<file path="config.mk">
export PLATFORM = sky130hd
export DESIGN_NAME = btn_event_decoder
export DESIGN_NICKNAME = d
export VERILOG_FILES = /design/src/rtl/btn_event_decoder.sv
export SDC_FILE = /design/constraint.sdc
export NUM_CORES = 1
export LEC_CHECK = 0
export CAP_MARGIN = 10
export CORE_ASPECT_RATIO = 1.25
export CORE_MARGIN = 2
export CORE_UTILIZATION = 30
export CTS_BUF_LIST = sky130_fd_sc_hd__clkbuf_4
export DETAILED_ROUTE_END_ITERATION = 10
export PLACE_DENSITY_LB_ADDON = 0.25
export SLEW_MARGIN = 20
export SYNTH_ARGS = -nofsm -noshare
export SYNTH_HDL_FRONTEND = slang
export SYNTH_SLANG_ARGS = --single-unit
</file>
<file path="constraint.sdc">
create_clock -name clk -period 2.8 [get_ports clk]
set_clock_uncertainty 0.15 [all_clocks]
set_input_delay 0.28 -clock clk [delete_from_list [all_inputs] [get_ports clk]]
set_output_delay 0.28 -clock clk [all_outputs]
set_load 0.02 [all_outputs]
</file>
<file path="src/rtl/btn_event_decoder.sv">
// btn_event_decoder
// Turns debounced press/release pulses of one push-button into one-cycle
// single-click, double-click and long-press event pulses. One shared
// counter times both the press duration and the gap between clicks.
module btn_event_decoder #(
  parameter int LONG_CYCLES   = 100_000_000,
  parameter int DCLICK_CYCLES = 30_000_000,
  parameter int CNT_W         = 27
) (
  input  logic clk,
  input  logic reset_p,
  input  logic btn_pe,
  input  logic btn_ne,
  output logic short_pulse,
  output logic double_pulse,
  output logic long_pulse,
  output logic pressed
);

  localparam logic [2:0] ST_IDLE      = 3'd0;
  localparam logic [2:0] ST_PRESS1    = 3'd1;
  localparam logic [2:0] ST_WAIT2     = 3'd2;
  localparam logic [2:0] ST_PRESS2    = 3'd3;
  localparam logic [2:0] ST_LONG_HELD = 3'd4;

  // Last count value before each timeout fires.
  localparam logic [CNT_W-1:0] LONG_LAST   = CNT_W'(LONG_CYCLES - 1);
  localparam logic [CNT_W-1:0] DCLICK_LAST = CNT_W'(DCLICK_CYCLES - 1);

  // The button is considered held in any of the press states.
  function automatic logic is_held(input logic [2:0] st);
    is_held = (st == ST_PRESS1) || (st == ST_PRESS2) || (st == ST_LONG_HELD);
  endfunction

  logic [2:0]       state_r;
  logic [2:0]       state_s;
  logic [CNT_W-1:0] cnt_r;
  logic [CNT_W-1:0] cnt_s;
  logic             short_s;
  logic             double_s;
  logic             long_s;
  logic             pe_only_s;
  logic             ne_only_s;
  logic             long_hit_s;
  logic             dclick_hit_s;

  // A simultaneous press and release cannot come from the debouncer, so
  // both are dropped; only exclusive pulses are acted on.
  assign pe_only_s    = btn_pe & ~btn_ne;
  assign ne_only_s    = btn_ne & ~btn_pe;
  assign long_hit_s   = (cnt_r == LONG_LAST);
  assign dclick_hit_s = (cnt_r == DCLICK_LAST);

  // Next-state, event-pulse and counter decode.
  always_comb begin
    state_s  = state_r;
    short_s  = 1'b0;
    double_s = 1'b0;
    long_s   = 1'b0;
    case (state_r)
      ST_IDLE: begin
        if (pe_only_s) begin
          state_s = ST_PRESS1;
        end else begin
          state_s = ST_IDLE;
        end
      end
      ST_PRESS1: begin
        // A release on the threshold edge still counts as a click.
        if (ne_only_s) begin
          state_s = ST_WAIT2;
        end else if (long_hit_s) begin
          state_s = ST_LONG_HELD;
          long_s  = 1'b1;
        end else begin
          state_s = ST_PRESS1;
        end
      end
      ST_WAIT2: begin
        // A second press on the timeout edge wins over the single click.
        if (pe_only_s) begin
          state_s = ST_PRESS2;
        end else if (dclick_hit_s) begin
          state_s = ST_IDLE;
          short_s = 1'b1;
        end else begin
          state_s = ST_WAIT2;
        end
      end
      ST_PRESS2: begin
        // Holding the second press long discards the first click.
        if (ne_only_s) begin
          state_s  = ST_IDLE;
          double_s = 1'b1;
        end else if (long_hit_s) begin
          state_s = ST_LONG_HELD;
          long_s  = 1'b1;
        end else begin
          state_s = ST_PRESS2;
        end
      end
      ST_LONG_HELD: begin
        if (ne_only_s) begin
          state_s = ST_IDLE;
        end else begin
          state_s = ST_LONG_HELD;
        end
      end
      default: begin
        state_s = ST_IDLE;
      end
    endcase

    // Counter restarts on every transition and only runs in timed states,
    // each of which leaves at its threshold, so it can never wrap.
    if (state_s != state_r) begin
      cnt_s = '0;
    end else if ((state_r == ST_PRESS1) || (state_r == ST_WAIT2) ||
                 (state_r == ST_PRESS2)) begin
      cnt_s = cnt_r + {{(CNT_W-1){1'b0}}, 1'b1};
    end else begin
      cnt_s = '0;
    end
  end

  // State and counter registers.
  always_ff @(posedge clk or posedge reset_p) begin
    if (reset_p) begin
      state_r <= ST_IDLE;
      cnt_r   <= '0;
    end else begin
      state_r <= state_s;
      cnt_r   <= cnt_s;
    end
  end

  // Registered outputs, updated on the transition edge.
  always_ff @(posedge clk or posedge reset_p) begin
    if (reset_p) begin
      short_pulse  <= 1'b0;
      double_pulse <= 1'b0;
      long_pulse   <= 1'b0;
      pressed      <= 1'b0;
    end else begin
      short_pulse  <= short_s;
      double_pulse <= double_s;
      long_pulse   <= long_s;
      pressed      <= is_held(state_s);
    end
  end

endmodule

</file>
==> results.sh, run 1 <==
export IMPL_cts_sinks=34
export IMPL_total_power_uw=940
export IMPL_arrival_ns=2.47
export IMPL_yosys_area_share_adder_pct=0.680
export IMPL_synth_area_leaders="dfrtp_1 (46%), nor3_1 (8.7%), xor2_1 (6.2%), xnor2_1 (5.7%), nand4_1 (3.7%)"
export IMPL_tns_ns=0
export IMPL_synth_mux_area_share_pct=0.544
export IMPL_insertion_delay_ns=0.34
export IMPL_p_clk_share_pct=29.3
export IMPL_yosys_warnings=0
export IMPL_seqPwrFrac_pct=57.9
export IMPL_core_area_mm2=0.00586
export IMPL_antenna_left=0
export IMPL_antennaDiodeCount=0
export IMPL_via_per_inst=4.91
export IMPL_cts_root_buffer="clkbuf_4"
export IMPL_post_cts_resized=0
export IMPL_avgSynthCellArea_um2=9.90
export IMPL_setup_slack_ns=0.394
export IMPL_io_pins=8
export IMPL_drtPass1Iterations=4
export IMPL_syn2layout_area_growth_pct=11.0
export IMPL_slew_headroom_pct=54.8
export IMPL_power_density_mw_per_mm2=460
export IMPL_die_area_mm2=0.00678
export IMPL_worstPathRequired_ns=2.86
export IMPL_fin_area_mm2=0.00204
export IMPL_drv_slew=0
export IMPL_tritoncts="done"
export IMPL_synth_edf_count=0
export IMPL_synth_top_area_cell="dfrtp_1"
export IMPL_status="complete, no violations"
export IMPL_cts_path_max_buffers=2
export IMPL_synth_nets=191
export IMPL_critical_path_startpoint_type="register"
export IMPL_place_congestion=0.731
export IMPL_vias=1375
export IMPL_fmax_mhz=416
export IMPL_drc=0
export IMPL_die_w_um=74.1
export IMPL_ys_top_cells_by_count="dfrtp_1 (34), nor3_1 (32), xor2_1 (13)"
export IMPL_cts_inserted_buffers=5
export IMPL_end_kind="register"
export IMPL_grt_pass1_wl_mm=6.71
export IMPL_internal_power_uw=666
export IMPL_synth_xor_area_share_pct=11.9
export IMPL_synth_flop_cell="dfrtp_1"
export IMPL_grt_pass1_vias=1417
export IMPL_drive_gt1_share_pct=9.09
export IMPL_hold_viol_final=0
export IMPL_die_h_um=91.6
export IMPL_h_tree_depth=2
export IMPL_grt_ovfl_total=0
export IMPL_p_leak_uw=0.000774
export IMPL_timing_final_crit_share_pct=85.9
export IMPL_start_util_pct=31.4
export IMPL_path_clk_slew_ns=0.11
export IMPL_antenna_found_initial=0
export IMPL_numPortBuffers=7
export IMPL_grt_max_degree=35
export IMPL_grt_total_usage_pct=12.9
export IMPL_dpl_worst_slack_ns=0.403
export IMPL_switchingPower_uw=274
export IMPL_drtIter0Drc=79
export IMPL_synth_cell_type_count=31
export IMPL_tightest_slew_ns=0.676
export IMPL_ys_seq_area_share_pct=46.2
export IMPL_p_sw_share_pct=29.1
export IMPL_vdd_drop_max_v=0.000151
export IMPL_hold_class="in2async"
export IMPL_netlist_instances=186
export IMPL_drt_total_wl_mm=3.87
export IMPL_postCtsSetupRepairBufs=0
export IMPL_max_cap_viol_count=0
export IMPL_synth_simple_area_share_pct=31.2
export IMPL_fillers=610
export IMPL_ys_async_sr_fraction_pct=100
export IMPL_placed_area_mm2=0.00199
export IMPL_synth_seq_cells=34
export IMPL_setup_viol=0
export IMPL_cp_max_fo=27
export IMPL_setup_worst_path_class="reg2reg"
export IMPL_place_hpwl_mm=2.54
export IMPL_rows=31
export IMPL_syn_area_mm2=0.00184
export IMPL_synth_compound_area_share_pct=5.10
export IMPL_layout_nets=202
export IMPL_cts_hold_buf=0
export IMPL_grt_setup_unrepaired="no"
export IMPL_yosysMostFrequentCell="dfrtp_1"
export IMPL_fin_crit_ns=2.41
export IMPL_synth_top_area_share_pct=46.2
export IMPL_combinationalPowerShare_pct=12.8
export IMPL_synth_top_family_by_area="simple AND/OR/NAND/NOR gates"
export IMPL_wl_per_cell_um=13.8
-- worst paths after layout --
path                                 from         to  slack [ns]  cells after the start
min in group clk                 cnt_r[0]   cnt_r[0]        0.36                      1
worst min-delay path              reset_p  cnt_r[14]        0.17                      3
worst min register to register   cnt_r[0]   cnt_r[0]        0.36                      1
worst max register to register  cnt_r[11]  cnt_r[19]        0.39                      6
worst max-delay path            cnt_r[11]  cnt_r[19]        0.39                      6
max in group asynchronous         reset_p   cnt_r[1]        2.01                      3
-- registers in the layout, indices dropped and copies added, names as in the netlist --
register	cells
state_r	3
short_pulse	1
cnt_r	27
double_pulse	1
pressed	1
long_pulse	1
-- logic make-up (layout without fill, tap and decap cells) --
family | count (synthesis) | count (layout)
buffers and inverters | 13 | 25
AO/OA/AOI/OAI | 11 | 11
adder cells (fa/ha/maj) | 1 | 1
flip-flops | 34 | 34
multiplexers | 1 | 1
XOR/XNOR | 25 | 25
AND/OR/NAND/NOR | 101 | 101
-- layout make-up --
type / instances / area (µm²) / area share, %
timing repair buffer: 12 / 108 / 5.27
multi-input combinational: 139 / 910 / 44.5
sequential: 34 / 851 / 41.6
tap: 82 / 103 / 5.02
clock buffer: 6 / 45.0 / 2.20
inverter: 5 / 18.8 / 0.919
clock inverter: 2 / 8.76 / 0.429
-- routing by layer --
layer	wire length (µm)	GRT usage, %
met1	1860	16.2
met4	81	5.91
met5	0	0
met3	63	3.33
met2	1870	20.4
-- placed cells by master (no fill, tap or decap), drive strengths merged, types with 2 or more instances in the layout --
master	synthesis	layout
nand2	12	12
nor2b	4	4
nand4b	5	5
inv	5	5
nor4	6	6
nor2	8	8
nand3	11	11
clkinv	0	2
a21oi	3	3
a31oi	2	2
or3	3	3
o21ai	3	3
xnor2	12	12
dfrtp	34	34
clkbuf	3	6
nand4	11	11
nor3	32	32
xor2	13	13
o31ai	2	2
buf	5	5
and3	5	5
clkdlybuf4s50	0	7
-- metrics by stage --
step / std cells / hold slack (ns) / util (%)
2_1_floorplan: 186 / 0.213 / -
3_3_place_gp: 272 / 0.347 / 34.0
3_5_place_dp: 272 / 0.348 / 34.0
4_1_cts: 280 / 0.185 / 34.9
5_1_grt: 280 / 0.252 / 34.9
6_report: 280 / 0.171 / 34.9
-- power by group through the flow --
stage	registers (µW)	clock network [µW]	logic, µW
6_report	544	276	120
5_1_grt	550	309	133
4_1_cts	544	288	122
3_5_place_dp	554	0	121
3_3_place_gp	555	0	121
2_1_floorplan	542	0	109
-- critical path, stage by stage, from the launching register on --
cell and delay [ns]:
dfrtp_1 0.43, or4_4 0.56, nor4_4 0.27, nand3_2 0.22, a22oi_4 0.21, buf_4 0.33
nor3_1 0.10
Note: power is estimated with default switching activity, not from simulation.
==> run 2, diff against run 1 <==
Settings changed: ABC_AREA set to 1, RECOVER_POWER set to 50.
Clock period 2.8 ns to 2.15 ns, I/O delays scaled along.
==> run 2 against run 1 <==
Net effect: worst hold slack improved by 0.23 ns; maximum frequency rose by 20%; combinational power rose to 3.9 times the previous value; synthesized cell count rose by 69%.
==> results.sh, run 2 <==
export IMPL_io_pins=8
export IMPL_cp_max_fo=13
export IMPL_max_cap_viol_count=0
export IMPL_ff2ff_path_depth=11
export IMPL_cts_path_max_buffers=2
export IMPL_synth_nets=320
export IMPL_ys_async_sr_fraction_pct=100
export IMPL_fin_crit_ns=2.00
export IMPL_final_common_cell="nand2_1"
export IMPL_yosys_warnings=0
export IMPL_ys_top_cells_by_count="nand2_1 (81), nor2_1 (48), inv_1 (42)"
export IMPL_seq_area_um2=851
export IMPL_setup_slack_ns=0.149
export IMPL_hold_viol_final=0
export IMPL_die_w_um=80.4
export IMPL_combinationalPowerShare_pct=27.8
export IMPL_grt_total_usage_pct=14.6
export IMPL_synth_flop_cell="dfrtp_1"
export IMPL_syn2layout_area_growth_pct=14.2
export IMPL_p_clk_share_pct=29.3
export IMPL_critical_path_startpoint_type="register"
export IMPL_drive_gt1_share_pct=14.5
export IMPL_via_per_inst=4.69
export IMPL_antenna_found_initial=0
export IMPL_synth_area_leaders="dfrtp_1 (39%), nand2_1 (14%), nor2_1 (8.2%), nand3_1 (7.3%), inv_1 (7.2%)"
export IMPL_seqPwrFrac_pct=42.9
export IMPL_antennaDiodeCount=0
export IMPL_dpl_worst_slack_ns=0.136
export IMPL_p_leak_uw=0.00110
export IMPL_start_util_pct=31.2
export IMPL_synth_top_area_cell="dfrtp_1"
export IMPL_die_h_um=99.5
export IMPL_tightest_slew_ns=0.861
export IMPL_p_sw_share_pct=34.7
export IMPL_tns_ns=0
export IMPL_top_register="cnt_r"
export IMPL_internal_power_uw=1090
export IMPL_grt_pass1_wl_mm=9.08
export IMPL_drv_slew=0
export IMPL_largest_reg_flops=27
export IMPL_synth_seq_cells=34
export IMPL_multiInputGateArea_mm2=0.00114
export IMPL_drc=0
export IMPL_path_cells="ha_4 > nand2_2 > nor2_4 > nand2_1 > nor2_2 > nand3_1 > nand2_1 > nand3_2 > nand3_4 > clkbuf_16 > nor2_2"
export IMPL_status="complete, no violations"
export IMPL_drtPass1Iterations=4
export IMPL_fillers=767
export IMPL_path_clk_slew_ns=0.12
export IMPL_place_congestion=0.887
export IMPL_wl_per_cell_um=12.6
export IMPL_netlist_instances=315
export IMPL_drtIter0Drc=68
export IMPL_h_tree_depth=2
export IMPL_rows=34
export IMPL_vdd_drop_max_v=0.000396
export IMPL_vias=1980
export IMPL_die_area_mm2=0.00799
export IMPL_place_hpwl_mm=3.98
export IMPL_hold_class="in2async"
export IMPL_ys_seq_area_share_pct=38.9
export IMPL_yosysMostFrequentCell="nand2_1"
export IMPL_crit_path_top_delay_cell="dfrtp_1"
export IMPL_avgSynthCellArea_um2=6.94
export IMPL_arrival_ns=2.09
export IMPL_rrSetupSlack_ns=0.15
export IMPL_timing_final_crit_share_pct=93.1
export IMPL_cts_inserted_buffers=5
export IMPL_insertion_delay_ns=0.35
export IMPL_synth_top_area_share_pct=38.9
export IMPL_critPathMaxStageDelay_ns=0.46
export IMPL_synth_edf_count=0
export IMPL_cts_root_buffer="clkbuf_4"
export IMPL_synth_cell_type_count=31
export IMPL_grt_max_degree=35
export IMPL_worstPathRequired_ns=2.24
export IMPL_layout_nets=336
export IMPL_power_density_mw_per_mm2=670
export IMPL_tritoncts="done"
export IMPL_slew_headroom_pct=42.6
export IMPL_mostFrequentLayoutCells="nand2_1 (81), nor2_1 (48), inv_1 (43)"
export IMPL_switchingPower_uw=580
export IMPL_core_area_mm2=0.00702
export IMPL_numPortBuffers=7
export IMPL_drt_total_wl_mm=5.31
export IMPL_setup_viol=0
export IMPL_fmax_mhz=500
export IMPL_largest_registers="cnt_r x27, state_r x3"
export IMPL_antenna_left=0
export IMPL_cts_sinks=34
export IMPL_grt_setup_unrepaired="no"
export IMPL_syn_area_mm2=0.00219
export IMPL_grt_pass1_vias=2000
export IMPL_setup_worst_path_class="reg2reg"
export IMPL_end_kind="register"
export IMPL_grt_ovfl_total=0
## run 2: logic make-up after synthesis
family	after synthesis	share of synthesized area, %
adder cells (fa/ha/maj)	1	0.572
flip-flops	34	38.9
AO/OA/AOI/OAI	17	4.52
AND/OR/NAND/NOR	213	45.8
buffers and inverters	48	9.38
XOR/XNOR	2	0.801
## run 2: repair_timing
| action | CTS | global route |
|---|---|---|
| setup endpoints to repair | 0 | 24 |
| setup buffers | 0 | 1 |
| hold buffers | 0 | 0 |
| resized for setup | 0 | 2 |
## run 2: power groups by stage
stage | clock [µW] | combinational, µW | sequential, µW
floorplan | 0 | 314 | 722
global placement | 0 | 415 | 722
detailed placement | 0 | 410 | 722
CTS | 512 | 410 | 709
global route | 538 | 524 | 721
finish | 490 | 466 | 717
## run 2: per-layer routing
layer / GRT usage, % / routed length (µm) / share of wire, % / vias up
met2: 26.4 / 2740 / 51 / 31
met1: 17.3 / 2350 / 44 / 925
met5: 0 / 0 / 0 / -
met3: 2.18 / 139 / 2.6 / 7
li1: - / - / - / 1017
met4: 5.22 / 85 / 1.6 / 0
## run 2: metrics by stage
stage          util (%)  power, µW  hold WS [ns]  cells  area, µm²
2_1_floorplan         -       1040         0.207    315       2190
3_3_place_gp       33.8       1140         0.382    412       2370
3_5_place_dp       33.8       1130         0.387    412       2370
4_1_cts            35.0       1630        0.0978    420       2450
5_1_grt            35.6       1780         0.447    422       2500
6_report           35.6       1670         0.397    422       2500
## run 2: final timing paths
path,startpoint,endpoint
max,cnt_r[0],cnt_r[17]
min,reset_p,cnt_r[15]
max reg2reg,cnt_r[0],cnt_r[17]
min reg2reg,state_r[2],short_pulse
max in group asynchronous,reset_p,cnt_r[7]
min in group clk,state_r[2],short_pulse
## run 2: final cells by class
type                    count  area share (%)
repair buffers             13            5.71
inverters                  44            6.61
multi-input cells         233            45.8
flip-flops and latches     34            34.1
clock inverters             3            1.80
clock buffers               5            1.50
well taps                  90            4.51
## run 2: worst max-delay path: cells and delay by family, from the launching register on
kind / cells / cell delay (ns)
buffers and inverters: 1 / 0.20
adders and majority gates: 1 / 0.17
and+or+nand+nor: 9 / 0.91
DFF: 1 / 0.46
==> run 3, diff against run 2 <==
Settings changed: CTS_BUF_LIST sky130_fd_sc_hd__clkbuf_4 to unset.
==> run 3 against run 2 <==
Net effect: cell count decreased by 0.24%; worst hold slack improved by 0.014 ns; wire length decreased by 0.55%; clock power increased by 23%; global-route usage increased by 0.075 points; non-clock buffer count decreased by 1; sequential power decreased by 1%; combinational power decreased by 2%; sequential cell count unchanged; via count decreased by 0.66%; design area increased by 0.55%; critical path type unchanged; highest routed layer unchanged.
==> results.sh, run 3 (same netlist as run 2, synthesis figures left out) <==
export IMPL_crit_path_top_delay_cell="dfrtp_1"
export IMPL_hold_viol_final=0
export IMPL_largest_reg_flops=27
export IMPL_drtPass1Iterations=4
export IMPL_numPortBuffers=7
export IMPL_whs_ns=0.411
export IMPL_tightest_slew_ns=0.858
export IMPL_grt_max_degree=35
export IMPL_die_h_um=99.5
export IMPL_p_leak_uw=0.00110
export IMPL_switchingPower_uw=580
export IMPL_via_per_inst=4.67
export IMPL_antenna_found_initial=0
export IMPL_cts_path_max_buffers=2
export IMPL_setup_worst_path_class="reg2reg"
export IMPL_p_sw_share_pct=32.8
export IMPL_drtIter0Drc=62
export IMPL_die_w_um=80.4
export IMPL_drive_gt1_share_pct=14.5
export IMPL_arrival_ns=2.04
export IMPL_drt_total_wl_mm=5.29
export IMPL_combinationalPowerShare_pct=25.9
export IMPL_wl_per_cell_um=12.6
export IMPL_tritoncts="done"
export IMPL_top_register="cnt_r"
export IMPL_total_power_uw=1770
export IMPL_seqPwrFrac_pct=40.1
export IMPL_p_clk_share_pct=34.0
export IMPL_fmax_mhz=500
export IMPL_path_cells="ha_2 > nand2_2 > nor2_4 > nand2_1 > nor2_2 > nand3_1 > nand2_1 > nand3_2 > nand3_4 > clkbuf_16 > nor2_1"
export IMPL_cts_root_buffer="clkbuf_8"
export IMPL_end_kind="register"
export IMPL_rows=34
export IMPL_syn2layout_area_growth_pct=14.8
export IMPL_cts_hold_buf=0
export IMPL_h_tree_depth=2
export IMPL_mostFrequentLayoutCells="nand2_1 (81), nor2_1 (48), inv_1 (42)"
export IMPL_grt_pass1_wl_mm=9.13
export IMPL_grt_total_usage_pct=14.7
export IMPL_die_area_mm2=0.00799
export IMPL_cp_max_fo=13
export IMPL_place_hpwl_mm=3.98
export IMPL_layout_nets=335
export IMPL_vias=1967
export IMPL_status="complete, no violations"
export IMPL_cts_inserted_buffers=5
export IMPL_rrSetupSlack_ns=0.15
export IMPL_critPathMaxStageDelay_ns=0.42
export IMPL_power_density_mw_per_mm2=705
export IMPL_setup_viol=0
export IMPL_critical_path_startpoint_type="register"
export IMPL_antennaDiodeCount=0
export IMPL_start_util_pct=31.2
export IMPL_max_cap_viol_count=0
export IMPL_io_pins=8
export IMPL_vdd_drop_max_v=0.000441
export IMPL_timing_final_crit_share_pct=93.1
export IMPL_slew_headroom_pct=42.8
export IMPL_drv_slew=0
export IMPL_holdPathStages=3
export IMPL_path_common_cell="nand2_1"
export IMPL_setup_slack_ns=0.149
export IMPL_place_congestion=0.887
export IMPL_cts_sinks=34
export IMPL_path_clk_slew_ns=0.08
export IMPL_drc=0
export IMPL_core_area_mm2=0.00702
export IMPL_tns_ns=0
export IMPL_grt_setup_unrepaired="no"
export IMPL_largest_registers="cnt_r x27, state_r x3"
export IMPL_antenna_left=0
export IMPL_hold_class="reg2reg"
export IMPL_final_common_cell="nand2_1"
export IMPL_dpl_worst_slack_ns=0.136
export IMPL_ff2ff_path_depth=11
export IMPL_insertion_delay_ns=0.29
export IMPL_internal_power_uw=1190
export IMPL_worstPathRequired_ns=2.19
export IMPL_grt_pass1_vias=2001
export IMPL_grt_ovfl_total=0
export IMPL_fin_crit_ns=2.00
## run 3: timing repair
item | 4_1_cts | 5_1_grt
setup buffers | 0 | 0
endpoints found under the setup margin | 0 | 12
resized for setup | 0 | 1
## run 3: per-stage QoR
step	std cells	cell area, µm²	util (%)
2_1_floorplan	315	2190	-
3_3_place_gp	412	2370	33.8
3_5_place_dp	412	2370	33.8
4_1_cts	420	2490	35.4
5_1_grt	421	2510	35.8
6_report	421	2510	35.8
## run 3: area by class of cell
cell class                      instances  area, µm²
Multi-Input combinational cell        233       1130
Fill cell                             766       4510
Tap cell                               90        113
Timing Repair Buffer                   12        135
Inverter                               44        165
Clock buffer                            5       68.8
Sequential cell                        34        851
Clock inverter                          3       45.0
## run 3: worst paths after layout
kind / start / endpoint
max: cnt_r[0] / cnt_r[0]
min: cnt_r[26] / cnt_r[26]
max reg2reg: cnt_r[0] / cnt_r[0]
min reg2reg: cnt_r[26] / cnt_r[26]
max in group asynchronous: reset_p / cnt_r[7]
min in group asynchronous: reset_p / state_r[2]
## run 3: worst max-delay path: cells and delay by family, from the launching register on
family	cells	cell delay [ns]
adders and majority gates	1	0.23
DFF	1	0.42
and+or+nand+nor	9	0.90
buffers and inverters	1	0.19
## run 3: per-layer routing
layer / GRT usage [%] / vias up / share of wire, %
li1: - / 1014 / -
met2: 26.1 / 30 / 50
met1: 17.4 / 912 / 44
met4: 5.61 / 0 / 2.4
met5: 0 / - / 0
met3: 2.54 / 11 / 2.9
## run 3: power groups by stage
| stage | combinational (µW) | clock [µW] | sequential (µW) |
|---|---|---|---|
| 3_3_place_gp | 415 | 0 | 722 |
| 2_1_floorplan | 314 | 0 | 722 |
| 6_report | 458 | 602 | 710 |
| 3_5_place_dp | 410 | 0 | 722 |
| 5_1_grt | 514 | 655 | 714 |
| 4_1_cts | 410 | 624 | 709 |
